## src/rtl/mem_loader.sv

```systemverilog
// mem_loader: UART-side bus initiator for a 512 x 12-bit program memory.
// Decodes set-address / write-word / read-word command bytes from the
// receiver, drives the memory address/write port, and returns read data
// to the transmitter as two bytes (high nibble first, then low byte).
//
// Ports:
//   clk, rstn            clock, asynchronous active-low reset
//   rx_data, rx_valid    received byte and its one-cycle strobe
//   tx_ready             transmitter can accept a byte
//   tx_data, tx_start    byte to send and its one-cycle request
//   addr, wr, wdata      memory address, write enable, write data
//   mem_rdata            memory read data (updated by memory on falling edge)
//   busy                 high whenever a command is in progress
module mem_loader #(
  parameter logic [7:0] CMD_ADDR  = 8'h41,
  parameter logic [7:0] CMD_WRITE = 8'h57,
  parameter logic [7:0] CMD_READ  = 8'h52
) (
  input  logic        clk,
  input  logic        rstn,
  input  logic [7:0]  rx_data,
  input  logic        rx_valid,
  input  logic        tx_ready,
  output logic [7:0]  tx_data,
  output logic        tx_start,
  output logic [8:0]  addr,
  output logic        wr,
  output logic [11:0] wdata,
  input  logic [11:0] mem_rdata,
  output logic        busy
);

  localparam int unsigned AW = 9;
  localparam int unsigned DW = 12;

  typedef enum logic [3:0] {
    S_IDLE,
    S_A_HI,
    S_A_LO,
    S_D_HI,
    S_D_LO,
    S_WR,
    S_RD,
    S_T_HI,
    S_G_HI,
    S_T_LO,
    S_G_LO
  } state_t;

  state_t        state, state_nx;
  logic [AW-1:0] ptr, ptr_nx;
  logic [DW-1:0] wbuf, wbuf_nx;
  logic [DW-1:0] rbuf, rbuf_nx;
  logic [7:0]    tx_data_nx;
  logic          tx_start_nx;

  assign addr  = ptr;
  assign wdata = wbuf;

  // State, datapath registers and registered outputs.
  always_ff @(posedge clk or negedge rstn) begin
    if (!rstn) begin
      state    <= S_IDLE;
      ptr      <= '0;
      wbuf     <= '0;
      rbuf     <= '0;
      tx_data  <= '0;
      tx_start <= 1'b0;
      wr       <= 1'b0;
      busy     <= 1'b0;
    end else begin
      state    <= state_nx;
      ptr      <= ptr_nx;
      wbuf     <= wbuf_nx;
      rbuf     <= rbuf_nx;
      tx_data  <= tx_data_nx;
      tx_start <= tx_start_nx;
      wr       <= (state_nx == S_WR);
      busy     <= (state_nx != S_IDLE);
    end
  end

  // Command decode and next-state logic; bytes outside IDLE/A_*/D_* are dropped.
  always_comb begin
    state_nx    = state;
    ptr_nx      = ptr;
    wbuf_nx     = wbuf;
    rbuf_nx     = rbuf;
    tx_data_nx  = tx_data;
    tx_start_nx = 1'b0;
    unique case (state)
      S_IDLE: begin
        if (rx_valid) begin
          if (rx_data == CMD_ADDR)       state_nx = S_A_HI;
          else if (rx_data == CMD_WRITE) state_nx = S_D_HI;
          else if (rx_data == CMD_READ)  state_nx = S_RD;
        end
      end
      S_A_HI: begin
        if (rx_valid) begin
          ptr_nx   = {rx_data[0], ptr[7:0]};
          state_nx = S_A_LO;
        end
      end
      S_A_LO: begin
        if (rx_valid) begin
          ptr_nx   = {ptr[8], rx_data};
          state_nx = S_IDLE;
        end
      end
      S_D_HI: begin
        if (rx_valid) begin
          wbuf_nx  = {rx_data[3:0], wbuf[7:0]};
          state_nx = S_D_LO;
        end
      end
      S_D_LO: begin
        if (rx_valid) begin
          wbuf_nx  = {wbuf[11:8], rx_data};
          state_nx = S_WR;
        end
      end
      S_WR: begin
        ptr_nx   = ptr + AW'(1);
        state_nx = S_IDLE;
      end
      // Memory refreshed mem_rdata at the falling edge inside this cycle.
      S_RD: begin
        rbuf_nx  = mem_rdata;
        ptr_nx   = ptr + AW'(1);
        state_nx = S_T_HI;
      end
      S_T_HI: begin
        if (tx_ready) begin
          tx_start_nx = 1'b1;
          tx_data_nx  = {4'h0, rbuf[11:8]};
          state_nx    = S_G_HI;
        end
      end
      // Gap covers the transmitter's one-cycle tx_ready deassert latency.
      S_G_HI: state_nx = S_T_LO;
      S_T_LO: begin
        if (tx_ready) begin
          tx_start_nx = 1'b1;
          tx_data_nx  = rbuf[7:0];
          state_nx    = S_G_LO;
        end
      end
      S_G_LO:  state_nx = S_IDLE;
      default: state_nx = S_IDLE;
    endcase
  end

endmodule

```

## config.mk

```make
export PLATFORM = sky130hd
export DESIGN_NAME = mem_loader
export DESIGN_NICKNAME = d
export VERILOG_FILES = /design/src/rtl/mem_loader.sv
export SDC_FILE = /design/constraint.sdc
export NUM_CORES = 1
export LEC_CHECK = 0
export ABC_AREA = 1
export BUFFER_PORTS_ARGS = -buffer_cell sky130_fd_sc_hd__buf_4
export CORE_MARGIN = 2
export CORE_UTILIZATION = 40
export DETAILED_ROUTE_END_ITERATION = 10
export PLACE_DENSITY = 0.74
export SLEW_MARGIN = 10
export SYNTH_ARGS = -nofsm -noshare
export SYNTH_HDL_FRONTEND = slang
export SYNTH_SLANG_ARGS = --single-unit
```

## constraint.sdc

```tcl
create_clock -name clk -period 1.3 [get_ports clk]
set_input_delay 0.065 -clock clk [delete_from_list [all_inputs] [get_ports clk]]
set_output_delay 0.065 -clock clk [all_outputs]
set_load 0.01 [all_outputs]
```

==> impl_metrics.xml <==
<?xml version="1.0" encoding="UTF-8"?>
<metrics>
  <group name="outcome">
    <metric name="failed_checks" unit="">negative setup slack</metric>
    <metric name="outcome" unit="">finished, violations left</metric>
  </group>
  <group name="final_layout">
    <metric name="drive_above_1_share" unit="%">34.7</metric>
    <metric name="finalNonFillerCells" unit="">490</metric>
    <metric name="final_core_utilization" unit="%">59.0</metric>
    <metric name="final_net_count" unit="">439</metric>
    <metric name="n_antenna_cell" unit="">0</metric>
    <metric name="area.growth.synth_to_final" unit="%">40.8</metric>
  </group>
  <group name="route">
    <metric name="routed_wl" unit="um">6060</metric>
    <metric name="wl_met2" unit="um">3170</metric>
    <metric name="detail_route.wl_per_cell" unit="um">12.4</metric>
    <metric name="num_vias" unit="">2443</metric>
    <metric name="met3_length" unit="um">309</metric>
    <metric name="drtPass1Iterations" unit="">4</metric>
    <metric name="drt_first_iter_violations" unit="">146</metric>
    <metric name="route.layer.met1.wl" unit="um">2490</metric>
    <metric name="ant_nets" unit="">0</metric>
    <metric name="drt_via_density" unit="">4.99</metric>
    <metric name="remaining_drc_errors" unit="">0</metric>
    <metric name="top_signal_layer_used" unit="">met4</metric>
  </group>
  <group name="power_and_ir_drop">
    <metric name="power_leakage" unit="nW">1.85</metric>
    <metric name="power.combinational.fraction" unit="%">52.3</metric>
    <metric name="sequential_fraction_of_design_power" unit="%">35.1</metric>
    <metric name="power_density" unit="mW/mm^2">2100</metric>
    <metric name="power_frac_clock" unit="%">12.6</metric>
    <metric name="switching_power" unit="mW">3.03</metric>
    <metric name="intPower" unit="mW">4.38</metric>
    <metric name="power" unit="mW">7.42</metric>
    <metric name="vdd_drop_max" unit="V">0.00106</metric>
    <metric name="share_of_total_power_consumed_by_net_switching" unit="%">40.9</metric>
  </group>
  <group name="synthesis">
    <metric name="postSynthNetCount" unit="">340</metric>
    <metric name="synthesis.area_per_instance" unit="sq um">7.96</metric>
    <metric name="post-synth-top-count-cell" unit="">sky130_fd_sc_hd__nand2_1</metric>
    <metric name="yosysTopAreaCell" unit="">sky130_fd_sc_hd__dfrtp_1</metric>
    <metric name="synth.yosys.warnings" unit="">0</metric>
    <metric name="synth_flop_cell" unit="">sky130_fd_sc_hd__dfrtp_1</metric>
    <metric name="sequential_fraction_of_the_synthesis_area" unit="%">47.9</metric>
    <metric name="synth-seq-cells" unit="">48</metric>
    <metric name="synth-edff-count" unit="">0</metric>
    <metric name="synth_common_cells" unit="">sky130_fd_sc_hd__nand2_1, sky130_fd_sc_hd__dfrtp_1, sky130_fd_sc_hd__inv_1</metric>
    <metric name="netlist-cell-type-count" unit="">32</metric>
    <metric name="netlist_area_before_placement" unit="sq mm">0.00251</metric>
    <metric name="post_synth_inst_count" unit="">315</metric>
    <metric name="synth.top_cell.area_share" unit="%">47.9</metric>
    <metric name="synthArstFlopShare" unit="%">100</metric>
    <metric name="synth.area.top_cells" unit="">sky130_fd_sc_hd__dfrtp_1, sky130_fd_sc_hd__nand2_1, sky130_fd_sc_hd__nand3_1</metric>
  </group>
  <group name="worst_setup_path">
    <metric name="setup.worst_path.start_class" unit="">flop</metric>
    <metric name="path_delay_family" unit="">flip-flops</metric>
    <metric name="worstPathArrival" unit="ps">1580</metric>
    <metric name="crit_chain" unit="">ha_2 -&gt; nand2_2 -&gt; nor2_4 -&gt; buf_6 -&gt; or2_4 -&gt; a31oi_1 -&gt; o21ai_1</metric>
    <metric name="worst-endpoint-required" unit="ps">1490</metric>
    <metric name="cp_slowest_cell" unit="">sky130_fd_sc_hd__dfrtp_1</metric>
    <metric name="worstSetupEndpointType" unit="">flop</metric>
    <metric name="critPathBufInv" unit="">1</metric>
    <metric name="setup.worst_path.class" unit="">flop to flop</metric>
    <metric name="critical_path.max_fanout" unit="">3</metric>
    <metric name="critical_path_max_stage_delay" unit="ps">390</metric>
  </group>
  <group name="sta">
    <metric name="tightest_slew_margin_relative_to_the_limit" unit="%">61.1</metric>
    <metric name="timing.hold.ws" unit="ps">43.5</metric>
    <metric name="timing_hold_violations_final" unit="">0</metric>
    <metric name="finalSetupViolations" unit="">25</metric>
    <metric name="fin_crit" unit="ps">1390</metric>
    <metric name="maxSlewViolCount" unit="">0</metric>
    <metric name="final_min_period_over_clock_period" unit="%">107</metric>
    <metric name="rsz0062_at_grt" unit="">yes</metric>
    <metric name="post-route-worst-setup-slack" unit="ps">-86.5</metric>
    <metric name="skew" unit="ps">8.68</metric>
    <metric name="max_slew.worst_pin.slew" unit="ps">583</metric>
    <metric name="maxClockFrequency" unit="MHz">721</metric>
  </group>
  <group name="floorplan">
    <metric name="dieArea" unit="sq mm">0.00692</metric>
    <metric name="die_w" unit="um">83.2</metric>
    <metric name="dieHeight" unit="um">83.2</metric>
    <metric name="fp-row-count" unit="">28</metric>
    <metric name="floorplan.core_area" unit="sq mm">0.00599</metric>
    <metric name="start_util" unit="%">41.9</metric>
    <metric name="io_pins" unit="">56</metric>
  </group>
  <group name="placement">
    <metric name="routabilityCongestion" unit="">0.855</metric>
    <metric name="dpl.hpwl" unit="um">4270</metric>
    <metric name="buffer_ports.inserted" unit="">55</metric>
    <metric name="dp_cells" unit="">455</metric>
    <metric name="dp_slack" unit="ps">-102</metric>
  </group>
  <group name="min_path">
    <metric name="hold_class" unit="">input pin to flop</metric>
  </group>
  <group name="clock_tree">
    <metric name="cts_buffers" unit="">5</metric>
    <metric name="tritoncts" unit="">done</metric>
    <metric name="clkSlewWorstSetupHoldPaths" unit="ps">90</metric>
    <metric name="clock_insertion_delay_worst_skew" unit="ps">310</metric>
    <metric name="cts_root_buf" unit="">sky130_fd_sc_hd__clkbuf_8</metric>
    <metric name="cts_max_level" unit="">2</metric>
    <metric name="number_of_clock_sinks" unit="">48</metric>
    <metric name="max-clock-path-buffers" unit="">2</metric>
  </group>
  <group name="grt">
    <metric name="number_of_antenna_violations_at_the_first_check_in_global_routing" unit="">0</metric>
    <metric name="grt_pass1_vias" unit="">2321</metric>
    <metric name="grt_max_degree" unit="">49</metric>
    <metric name="globalRoute.totalOverflow" unit="">0</metric>
    <metric name="grt_pass1_wl" unit="um">10200</metric>
    <metric name="grt_usage" unit="%">18.0</metric>
  </group>
  <group name="flow_run">
    <metric name="drv_cap" unit="">0</metric>
  </group>
</metrics>
==> power by group through the flow <==
stage / registers, mW / clock network, mW / logic, mW
after floorplan: 2.75 / 0 / 1.85
after global placement: 2.60 / 0 / 3.30
after detailed placement: 2.61 / 0 / 3.38
after CTS: 2.60 / 0.973 / 3.66
after global routing: 2.69 / 1.05 / 4.30
final: 2.60 / 0.936 / 3.88
==> cell usage in the layout (no fill, tap or decap), types with 3 or more instances in the layout <==
cell and count:
sky130_fd_sc_hd__nand2_1 87, sky130_fd_sc_hd__o21ai_1 12, sky130_fd_sc_hd__inv_4 3, sky130_fd_sc_hd__nand3_2 6, sky130_fd_sc_hd__dlygate4sd3_1 13, sky130_fd_sc_hd__nor2_4 5
sky130_fd_sc_hd__inv_1 34, sky130_fd_sc_hd__nor2_2 7, sky130_fd_sc_hd__nand2_4 7, sky130_fd_sc_hd__nand2_2 8, sky130_fd_sc_hd__buf_4 80, sky130_fd_sc_hd__a31oi_1 7
sky130_fd_sc_hd__nor2_1 22, sky130_fd_sc_hd__o21ai_0 12, sky130_fd_sc_hd__dfrtp_1 46, sky130_fd_sc_hd__nand3_1 27, sky130_fd_sc_hd__clkbuf_8 6, sky130_fd_sc_hd__inv_2 3
==> per-layer routing <==
layer | up-vias | track usage (%)
met4 | 0 | 7.15
met5 | - | 0
met1 | 1139 | 21.9
met3 | 9 | 4.97
li1 | 1221 | -
met2 | 74 | 30.4
==> final timing paths <==
check	from	endpoint	slack, ps	cells past startpoint
worst max-delay path	addr[1]	addr[4]	-90	7
worst min-delay path	rx_data[6]	wdata[6]	40	3
worst max register to register	addr[1]	addr[4]	-90	7
worst min register to register	rbuf[10]	rbuf[10]	480	2
max in group asynchronous	rstn	state[2]	570	2
min in group asynchronous	rstn	tx_data[4]	300	2
==> flip-flops by register name, summed over array words and instances, names as in the netlist <==
register / flops
rbuf: 12
wdata: 12
addr: 9
tx_data: 8
state: 4
busy: 1
tx_start: 1
wr: 1
==> cell type report <==
type,instances,area (sq um)
sequential,48,1200
timing repair inverter,1,6.26
clock buffer,6,82.6
timing repair buffer,96,773
inverter,40,160
clock inverter,2,13.8
tap,75,93.8
multi-input combinational,222,1200
fill,539,2460
==> kinds of logic (layout without fill, tap and decap cells) <==
| kind of cell | count (synthesis) | after routing | share of synthesized area [%] |
|---|---|---|---|
| AOI/OAI and AO/OA | 44 | 44 | 10.4 |
| and+or+nand+nor | 177 | 177 | 33.5 |
| DFF | 48 | 48 | 47.9 |
| buffers and inverters | 45 | 145 | 7.78 |
| adders and majority gates | 1 | 1 | 0.499 |
==> timing repair <==
action,in CTS,in global routing
setup buffers,6,7
endpoints found under the hold margin,60,0
pin swaps,12,15
cloned,0,1
endpoints found under the setup margin,15,36
gates resized for setup,17,13
hold buffers,13,0
==> worst register-to-register path: cells and delay by family, from the launching register on <==
kind	cells	cell delay, ps
and+or+nand+nor	3	360
buffers and inverters	1	110
AOI/OAI and AO/OA	2	220
DFF	1	390
adders and majority gates	1	190
==> through the flow <==
stage / setup TNS [ps] / area (sq um)
floorplan: -64.6 / 2520
global placement: -321 / 3110
global route: -3800 / 3530
detailed placement: -546 / 3110
CTS: -379 / 3440
finish: -977 / 3530
Power figures use the tool's default switching activity.
